[src/rtl/uart_pkg.sv]
// Shared UART definitions used by uart_rx (and its sibling uart_tx).
//   uart_rx_state_t : receiver FSM state encoding
//   PAR_NONE/EVEN/ODD : parity_mode encodings (2'b11 behaves as none)
//   clks_per_bit()  : truncating system clocks per serial bit
// Optional feature macro: UART_RX_PARITY_EN adds the PARITY state.
package uart_pkg;

  typedef enum logic [2:0] {
    ST_IDLE      = 3'd0,
    ST_START     = 3'd1,
    ST_DATA      = 3'd2,
`ifdef UART_RX_PARITY_EN
    ST_PARITY    = 3'd3,
`endif
    ST_STOP      = 3'd4,
    ST_DONE      = 3'd5,
    ST_WAIT_IDLE = 3'd6
  } uart_rx_state_t;

  localparam logic [1:0] PAR_NONE = 2'b00;
  localparam logic [1:0] PAR_EVEN = 2'b01;
  localparam logic [1:0] PAR_ODD  = 2'b10;

  function automatic int clks_per_bit(input int clk_freq, input int baud_rate);
    return clk_freq / baud_rate;
  endfunction

endpackage

[src/rtl/uart_sync.sv]
// N-flop synchronizer for a single asynchronous bit.
//   clk, rst   : system clock, synchronous active-high reset
//   rst_val_i  : value every flop takes during reset
//   d_i        : asynchronous input
//   q_o        : synchronized output (N clocks of latency), N >= 2
module uart_sync #(
  parameter int N = 2
) (
  input  logic clk,
  input  logic rst,
  input  logic rst_val_i,
  input  logic d_i,
  output logic q_o
);

  logic [N-1:0] sync_q;

  always_ff @(posedge clk) begin
    if (rst) begin
      sync_q <= {N{rst_val_i}};
    end else begin
      sync_q <= {sync_q[N-2:0], d_i};
    end
  end

  assign q_o = sync_q[N-1];

endmodule

[src/rtl/uart_rx.sv]
// UART receiver: start-bit detection with mid-bit recheck, centre sampling of
// data / optional parity / stop bits, one-entry output buffer.
//   clk, rst          : system clock, synchronous active-high reset
//   rx                : asynchronous serial input, idle high
//   parity_mode       : 00 none, 01 even, 10 odd, 11 none (latched on start)
//   rx_data/rx_valid/rx_ready : output word handshake; a transfer happens on
//                       a rising clk edge where rx_valid && rx_ready. rx_data
//                       and the flags are stable while rx_valid is high, and
//                       rx_valid only drops after a transfer.
//   frame_err, parity_err : status of the presented word (qualified by rx_valid)
//   overrun           : 1-cycle pulse when a completed frame is dropped
//   busy              : high whenever the FSM is not in IDLE
//   dbg_state_o       : current FSM state
// Optional feature macro: UART_RX_PARITY_EN (parity state and checking).
module uart_rx
  import uart_pkg::*;
#(
  parameter int CLK_FREQ  = 1_000_000,
  parameter int BAUD_RATE = 10_000,
  parameter int DATA_BITS = 8,
  parameter int STOP_BITS = 1
) (
  input  logic                 clk,
  input  logic                 rst,
  input  logic                 rx,
  input  logic [1:0]           parity_mode,
  output logic [DATA_BITS-1:0] rx_data,
  output logic                 rx_valid,
  input  logic                 rx_ready,
  output logic                 frame_err,
  output logic                 parity_err,
  output logic                 overrun,
  output logic                 busy,
  output uart_rx_state_t       dbg_state_o
);

  localparam int CLKS_PER_BIT = clks_per_bit(CLK_FREQ, BAUD_RATE);
  localparam int HALF_BIT     = CLKS_PER_BIT / 2;
  localparam int CNT_W        = (CLKS_PER_BIT > 1) ? $clog2(CLKS_PER_BIT) : 1;
  localparam int IDX_W        = $clog2(DATA_BITS + 1);
  // The counter counts down to zero, so a load of K-1 gives a K-clock interval.
  localparam logic [CNT_W-1:0] CNT_FULL = CNT_W'(CLKS_PER_BIT - 1);
  localparam logic [CNT_W-1:0] CNT_HALF = CNT_W'(HALF_BIT - 1);
  localparam logic [IDX_W-1:0] IDX_LAST_DATA = IDX_W'(DATA_BITS - 1);
  localparam logic [IDX_W-1:0] IDX_LAST_STOP = IDX_W'(STOP_BITS - 1);

  logic rx_s;

  uart_sync #(.N(2)) u_sync (
    .clk       (clk),
    .rst       (rst),
    .rst_val_i (1'b1),
    .d_i       (rx),
    .q_o       (rx_s)
  );

  uart_rx_state_t         state_q, state_d;
  logic [CNT_W-1:0]       cnt_q, cnt_d;
  logic [IDX_W-1:0]       idx_q, idx_d;
  logic [DATA_BITS-1:0]   shreg_q, shreg_d;
  logic                   ferr_q, ferr_d;
  logic                   last_stop_q, last_stop_d;
  logic [DATA_BITS-1:0]   data_q, data_d;
  logic                   valid_q, valid_d;
  logic                   frame_err_q, frame_err_d;
  logic                   overrun_q, overrun_d;
  logic                   tick;

`ifdef UART_RX_PARITY_EN
  logic [1:0] par_mode_q, par_mode_d;
  logic       perr_q, perr_d;
  logic       parity_err_q, parity_err_d;
  logic       par_on;
  assign par_on = (par_mode_q == PAR_EVEN) || (par_mode_q == PAR_ODD);
`else
  logic unused_parity_mode;
  assign unused_parity_mode = ^parity_mode;
`endif

  assign tick = (cnt_q == '0);

  always_comb begin
    state_d     = state_q;
    cnt_d       = cnt_q;
    idx_d       = idx_q;
    shreg_d     = shreg_q;
    ferr_d      = ferr_q;
    last_stop_d = last_stop_q;
    data_d      = data_q;
    valid_d     = valid_q;
    frame_err_d = frame_err_q;
    overrun_d   = 1'b0;
`ifdef UART_RX_PARITY_EN
    par_mode_d   = par_mode_q;
    perr_d       = perr_q;
    parity_err_d = parity_err_q;
`endif

    // Handshake drains the buffer; a DONE load below overrides this.
    if (valid_q && rx_ready) begin
      valid_d = 1'b0;
    end

    case (state_q)
      ST_IDLE: begin
        if (!rx_s) begin
          state_d = ST_START;
          cnt_d   = CNT_HALF;
`ifdef UART_RX_PARITY_EN
          par_mode_d = parity_mode;
`endif
        end
      end
      ST_START: begin
        if (!tick) begin
          cnt_d = cnt_q - CNT_W'(1);
        end else if (rx_s) begin
          state_d = ST_IDLE;  // glitch shorter than half a bit
        end else begin
          state_d = ST_DATA;
          cnt_d   = CNT_FULL;
          idx_d   = '0;
          ferr_d  = 1'b0;
`ifdef UART_RX_PARITY_EN
          perr_d  = 1'b0;
`endif
        end
      end
      ST_DATA: begin
        if (!tick) begin
          cnt_d = cnt_q - CNT_W'(1);
        end else begin
          // LSB arrives first, so shift right and insert at the top.
          shreg_d = {rx_s, shreg_q[DATA_BITS-1:1]};
          cnt_d   = CNT_FULL;
          if (idx_q == IDX_LAST_DATA) begin
            idx_d = '0;
`ifdef UART_RX_PARITY_EN
            state_d = par_on ? ST_PARITY : ST_STOP;
`else
            state_d = ST_STOP;
`endif
          end else begin
            idx_d = idx_q + IDX_W'(1);
          end
        end
      end
`ifdef UART_RX_PARITY_EN
      ST_PARITY: begin
        if (!tick) begin
          cnt_d = cnt_q - CNT_W'(1);
        end else begin
          // Even mode wants XOR(data, bit) == 0, odd mode wants 1.
          perr_d  = (^shreg_q ^ rx_s) != (par_mode_q == PAR_ODD);
          cnt_d   = CNT_FULL;
          state_d = ST_STOP;
        end
      end
`endif
      ST_STOP: begin
        if (!tick) begin
          cnt_d = cnt_q - CNT_W'(1);
        end else begin
          if (!rx_s) begin
            ferr_d = 1'b1;
          end
          last_stop_d = rx_s;
          cnt_d       = CNT_FULL;
          if (idx_q == IDX_LAST_STOP) begin
            state_d = ST_DONE;
          end else begin
            idx_d = idx_q + IDX_W'(1);
          end
        end
      end
      ST_DONE: begin
        if (!valid_q || rx_ready) begin
          data_d      = shreg_q;
          frame_err_d = ferr_q;
          valid_d     = 1'b1;
`ifdef UART_RX_PARITY_EN
          parity_err_d = perr_q;
`endif
        end else begin
          overrun_d = 1'b1;
        end
        // A low final stop sample may be a break; wait for the line to rise.
        state_d = last_stop_q ? ST_IDLE : ST_WAIT_IDLE;
      end
      ST_WAIT_IDLE: begin
        if (rx_s) begin
          state_d = ST_IDLE;
        end
      end
      default: state_d = ST_IDLE;
    endcase
  end

  always_ff @(posedge clk) begin
    if (rst) begin
      state_q     <= ST_IDLE;
      cnt_q       <= '0;
      idx_q       <= '0;
      shreg_q     <= '0;
      ferr_q      <= 1'b0;
      last_stop_q <= 1'b1;
      data_q      <= '0;
      valid_q     <= 1'b0;
      frame_err_q <= 1'b0;
      overrun_q   <= 1'b0;
`ifdef UART_RX_PARITY_EN
      par_mode_q   <= PAR_NONE;
      perr_q       <= 1'b0;
      parity_err_q <= 1'b0;
`endif
    end else begin
      state_q     <= state_d;
      cnt_q       <= cnt_d;
      idx_q       <= idx_d;
      shreg_q     <= shreg_d;
      ferr_q      <= ferr_d;
      last_stop_q <= last_stop_d;
      data_q      <= data_d;
      valid_q     <= valid_d;
      frame_err_q <= frame_err_d;
      overrun_q   <= overrun_d;
`ifdef UART_RX_PARITY_EN
      par_mode_q   <= par_mode_d;
      perr_q       <= perr_d;
      parity_err_q <= parity_err_d;
`endif
    end
  end

  assign rx_data     = data_q;
  assign rx_valid    = valid_q;
  assign frame_err   = frame_err_q;
  assign overrun     = overrun_q;
  assign busy        = (state_q != ST_IDLE);
  assign dbg_state_o = state_q;
`ifdef UART_RX_PARITY_EN
  assign parity_err  = parity_err_q;
`else
  assign parity_err  = 1'b0;
`endif

endmodule

[config.mk]
export PLATFORM = sky130hd
export DESIGN_NAME = uart_rx
export DESIGN_NICKNAME = d
export VERILOG_FILES = /design/src/rtl/uart_pkg.sv /design/src/rtl/uart_sync.sv /design/src/rtl/uart_rx.sv
export SDC_FILE = /design/constraint.sdc
export NUM_CORES = 1
export LEC_CHECK = 0
export ABC_CLOCK_PERIOD_IN_PS = 3300
export CAP_MARGIN = 20
export CORE_ASPECT_RATIO = 1.4
export CORE_MARGIN = 2
export CORE_UTILIZATION = 62
export CTS_BUF_LIST = sky130_fd_sc_hd__clkbuf_2
export DETAILED_ROUTE_END_ITERATION = 6
export PLACE_DENSITY = 0.87
export SYNTH_ARGS = -nofsm -noshare
export SYNTH_HDL_FRONTEND = slang
export SYNTH_SLANG_ARGS = --single-unit
[constraint.sdc]
create_clock -name clk -period 3.3 [get_ports clk]
set_input_delay 0.825 -clock clk [delete_from_list [all_inputs] [get_ports clk]]
set_output_delay 0.825 -clock clk [all_outputs]
set_load 0.02 [all_outputs]
== Word-level counts from Yosys, hierarchy flattened ==
Index checks and enable logic that the tools add are counted.
Cells by class
  equal/unequal tests: 17
  muxes and demuxes: 31
  bitwise logic cells: 1
  reductions and logical operators: 19
  $add $sub $neg: 2
Operators by type and width (number)
  2-to-1 mux 7 bit: 4
  2-to-1 mux 3 bit: 8
  2-to-1 mux 4 bit: 6
  one-hot mux 7 bit (3 select lines): 1
  != test 2 bit (second input constant): 9
  one-hot mux 3 bit (6 select lines): 1
  one-hot mux 4 bit (3 select lines): 1
  equality test 3 bit (second input constant): 3
  nonzero test 3 bit: 3
  2-to-1 mux 1 bit: 8
  zero test 7 bit: 1
  AND reduction 7 bit: 1
  subtractor 7 x 1 -> 7 bit (second input constant): 1
  AND reduction 2 bit: 3
  AND reduction 6 bit: 1
  AND reduction 5 bit: 1
  adder 4 x 1 -> 4 bit (second input constant): 1
  equality test 4 x 3 -> 1 bit (second input constant): 1
  zero test 4 bit: 1
  OR reduction 2 bit: 2
  equality test 3 x 1 -> 1 bit (second input constant): 1
  equality test 3 x 2 -> 1 bit (second input constant): 1
  zero test 3 bit: 1
  != test 3 bit (second input constant): 1
  other kinds (9): 9
Storage, ports and cells
  bits in registers: 37
  output and inout port bits: 16
  input port bits: 6
  word-level logic and storage cells: 81

== Logic depth before layout (Yosys ltp) ==
  depth after elaboration: 4
  depth in mapped cells: 7
  gate-level depth less buffers: 6

== Modules after synthesis ==
From an unflattened synthesis, not the netlist that was laid out.
Second synthesis, totals
  cell total of the unflattened synthesis: 225
  area total of the unflattened synthesis: 1963.1 µm²
Modules (own cells, without submodules)
  uart_rx: cells each 221, sequential area each 700.7 µm², area each 1900.6 µm², instances 1
  uart_sync: cells each 4, sequential area each 40.0 µm², area each 62.6 µm², instances 1

== Worst setup path after synthesis ==
Ideal clock, no wire load.
  path kind: register to output
  start: reg state_q[1], in the netlist dbg_state_o[1]
  end: out busy
  path buffers: 2
  stages on the path, launching flop included: 4
  arrival: 1199 ps
  slack: 1276 ps
  data required time: 2475 ps
  cells stage by stage: dfxtp_1 > buf_4 > clkbuf_1 > or3_1
Between the ends
  longest elaborated chain between the ends: 1
RTL lines
  from (decl): line uart_rx.sv:57  | uart_rx_state_t state_q, state_d;
  from (signal assigned): line uart_rx.sv:217  | state_q <= state_d;
  nonzero test 3 bit: line uart_rx.sv:239  | assign busy = (state_q != ST_IDLE);
  to (decl): line uart_rx.sv:33  | output logic busy,
No other way between the ends.

== Worst setup path after layout ==
  start: reg state_q[0], in the netlist dbg_state_o[0]
  end: out busy
The elaborated chain is that of the path after synthesis.

==> flow_summary.json <==
{
  "status": "complete, no violations",
  "place_ws_ns": 0.731,
  "finalSetupViolCount": 0,
  "synth_top_flop_cell": "dfxtp_1",
  "stdcell_area_sq_um": 2090,
  "first_global_vias": 1629,
  "drive_above_1_share_pct": 10.3,
  "post_drt_wl_per_cell_um": 15.8,
  "wl_um": 4110,
  "post_cts_buffers": 0,
  "synth.avg_cell_area_sq_um": 8.96,
  "cts.sinks": 37,
  "p_per_area_nw_per_um2": 455,
  "final_nets": 233,
  "synth-compound-area-share_pct": 18.0,
  "end_kind": "output pin",
  "ys_ff_latch": 37,
  "grt_max_degree": 27,
  "power_frac_comb_pct": 26.5,
  "tightestPinTransition_ns": 0.702,
  "fmax_mhz": 354,
  "cellLeakagePower_nw": 0.737,
  "ios": 22,
  "hold_buffers": 0,
  "rows": 23,
  "critPathKind": "reg2out",
  "peakVddDrop_uv": 373,
  "synth_top_family_by_area": "simple AND/OR/NAND/NOR gates",
  "fin_cells": 261,
  "utilization_pct": 72.6,
  "grt_pass1_wl_um": 7000,
  "place_area_sq_um": 2040,
  "setup_ws_ns": 0.472,
  "final-hold-violation-count": 0,
  "p_clk_share_pct": 21.1,
  "yosys.area_share.xor_xnor_pct": 0.936,
  "switching_power_mw": 0.346,
  "min_period_ns": 2.83,
  "drc": 0,
  "synthDistinctLibCells": 57,
  "critPathRequiredTime_ns": 2.47,
  "startpoint_type": "flip-flop",
  "worst_hold_slack_ns": 0.447,
  "yosys-mux-area-fraction_pct": 7.49,
  "coreArea_sq_um": 2880,
  "yosysWarnings": 0,
  "vias": 1578,
  "cts_resized": 0,
  "synth_fp_nets": 219,
  "grt-ovfl-total": 0,
  "drtIter0Drc": 53,
  "hold_class": "reg2reg",
  "synth_edf_count": 0,
  "syn_area_sq_um": 1870,
  "first_pass_iters": 4,
  "switching_share_pct": 36.4,
  "path_clk_slew_ns": 0.18,
  "multi_input_area_sq_um": 1020,
  "cts-buffers-inserted": 5,
  "cts.path.max_buffers": 2,
  "worst_clock_skew_ns": 0.0110,
  "synthAdderAreaFrac_pct": 2.67,
  "crit_path_max_fanout": 19,
  "gp_congestion": 0.820,
  "ys_seq_area_share_pct": 39.6,
  "synthSimpleGateAreaFrac_pct": 25.5,
  "seqPwrFrac_pct": 52.4,
  "seq_area_sq_um": 741,
  "timing.final.crit_share_pct": 85.7,
  "slew_viol_final": 0,
  "rsz0062_at_grt": "false",
  "io_buffers": 18,
  "cts_tree": "done",
  "worstPathArrival_ns": 2.00,
  "nFillCells": 218,
  "cts_root_buffer": "clkbuf_2",
  "n_antenna_cell": 0,
  "cap_violations": 0,
  "dp_cells": 252,
  "relSlewSlack_pct": 52.7,
  "track_usage_pct": 25.8,
  "ys_async_sr_fraction_pct": 0,
  "total_power_mw": 0.950,
  "vias_per_cell": 6.05,
  "start_util_pct": 65.0,
  "die-area_sq_um": 3480,
  "tns_ns": 0,
  "antenna_left": 0,
  "postSynthCellCount": 209,
  "intPower_mw": 0.605,
  "antenna_found_initial": 0,
  "cts_htree_levels": 2,
  "clk_latency_ns": 0.39,
  "die_height_um": 69.0,
  "die_w_um": 50.4,
  "dp_hpwl_um": 2950,
  "reg2reg_slack_ns": 0.80,
  "area_growth_pct": 11.6
}
cell usage in the layout (no fill, tap or decap), types with 3 or more instances in the layout:
cell	Yosys	layout
a21oi_1	15	15
buf_4	2	3
clkbuf_2	0	7
clkdlybuf4s50_1	0	18
dfxtp_1	37	37
ha_1	4	4
inv_1	7	7
mux2i_1	14	14
nand2_1	13	13
nand3_1	15	15
nand3b_1	4	4
nor2_1	15	15
nor2b_1	3	3
nor3_1	9	9
o21ai_0	4	4
path summary, 6_finish.rpt:
path / start / cells past startpoint / endpoint
max reg2reg: dbg_state_o[0] / 5 / cnt_q[5]
min reg2reg: u_sync.sync_q[0] / 1 / u_sync.sync_q[1]
min: u_sync.sync_q[0] / 1 / u_sync.sync_q[1]
max: dbg_state_o[0] / 2 / busy
flip-flops by register name, indices dropped and copies added (netlist names):
register       count
idx_q              4
dbg_state_o        3
ferr_q             1
last_stop_q        1
u_sync.sync_q      2
shreg_q            8
cnt_q              7
rx_data            8
overrun            1
frame_err          1
rx_valid           1
worst max-delay path, stage by stage, from the launching register on:
cell             delay (ns)
dfxtp_1                0.78
or3_1                  0.22
clkdlybuf4s50_1        0.60
cells by family (layout without fill, tap and decap cells):
kind of cell,after synthesis,after routing
AOI/OAI and AO/OA,46,46
DFF,37,37
buffers and inverters,23,38
adders and majority gates,4,4
muxes,14,14
xor gates and xnor gates,2,2
and+or+nand+nor,82,82
other,1,1
synth_stat cells (all sizes together), types with 2 or more instances:
cell | n | share of area [%]
a21oi | 15 | 4.0
nor3b | 3 | 1.7
or4b | 2 | 1.1
nand4b | 2 | 0.94
a211oi | 3 | 1.5
or3b | 3 | 1.5
o21ai | 6 | 1.6
o21bai | 2 | 1.0
nand3b | 4 | 1.6
dfxtp | 37 | 40
ha | 4 | 2.7
buf | 8 | 2.7
o21a | 2 | 0.80
xnor2 | 2 | 0.94
nor2b | 3 | 1.0
or2 | 3 | 1.0
clkbuf | 7 | 1.4
nor4b | 2 | 0.94
mux2i | 14 | 7.5
nand2b | 2 | 0.67
nand2 | 14 | 2.9
nand3 | 15 | 4.0
o211ai | 2 | 0.80
a2111oi | 2 | 1.3
o2bb2ai | 2 | 0.94
nor3 | 9 | 2.4
inv | 7 | 1.4
nor2 | 15 | 3.0
a32o | 2 | 1.1
metal layers:
| metal | part of all wire (%) | global-route usage (%) | vias up |
|---|---|---|---|
| met5 | 0 | 0 | - |
| met4 | 1.7 | 10.8 | 0 |
| met3 | 2.5 | 5.41 | 8 |
| met2 | 57 | 49.3 | 29 |
| met1 | 39 | 25.7 | 759 |
| li1 | - | - | 782 |
power by group through the flow:
stage / logic (mW) / registers [mW] / clock network [mW]
2_1_floorplan: 0.205 / 0.491 / 0
3_3_place_gp: 0.236 / 0.504 / 0
3_5_place_dp: 0.248 / 0.506 / 0
4_1_cts: 0.249 / 0.496 / 0.207
5_1_grt: 0.278 / 0.501 / 0.221
6_report: 0.252 / 0.498 / 0.201
cell type report:
type,instances,share of cell area [%]
well taps,37,2.22
multi-input cells,149,49.0
clock inverters,2,0.479
inverters,8,1.44
clock buffers,6,1.44
flip-flops and latches,37,35.4
repair buffers,22,9.94
Power figures use the tool's default switching activity.
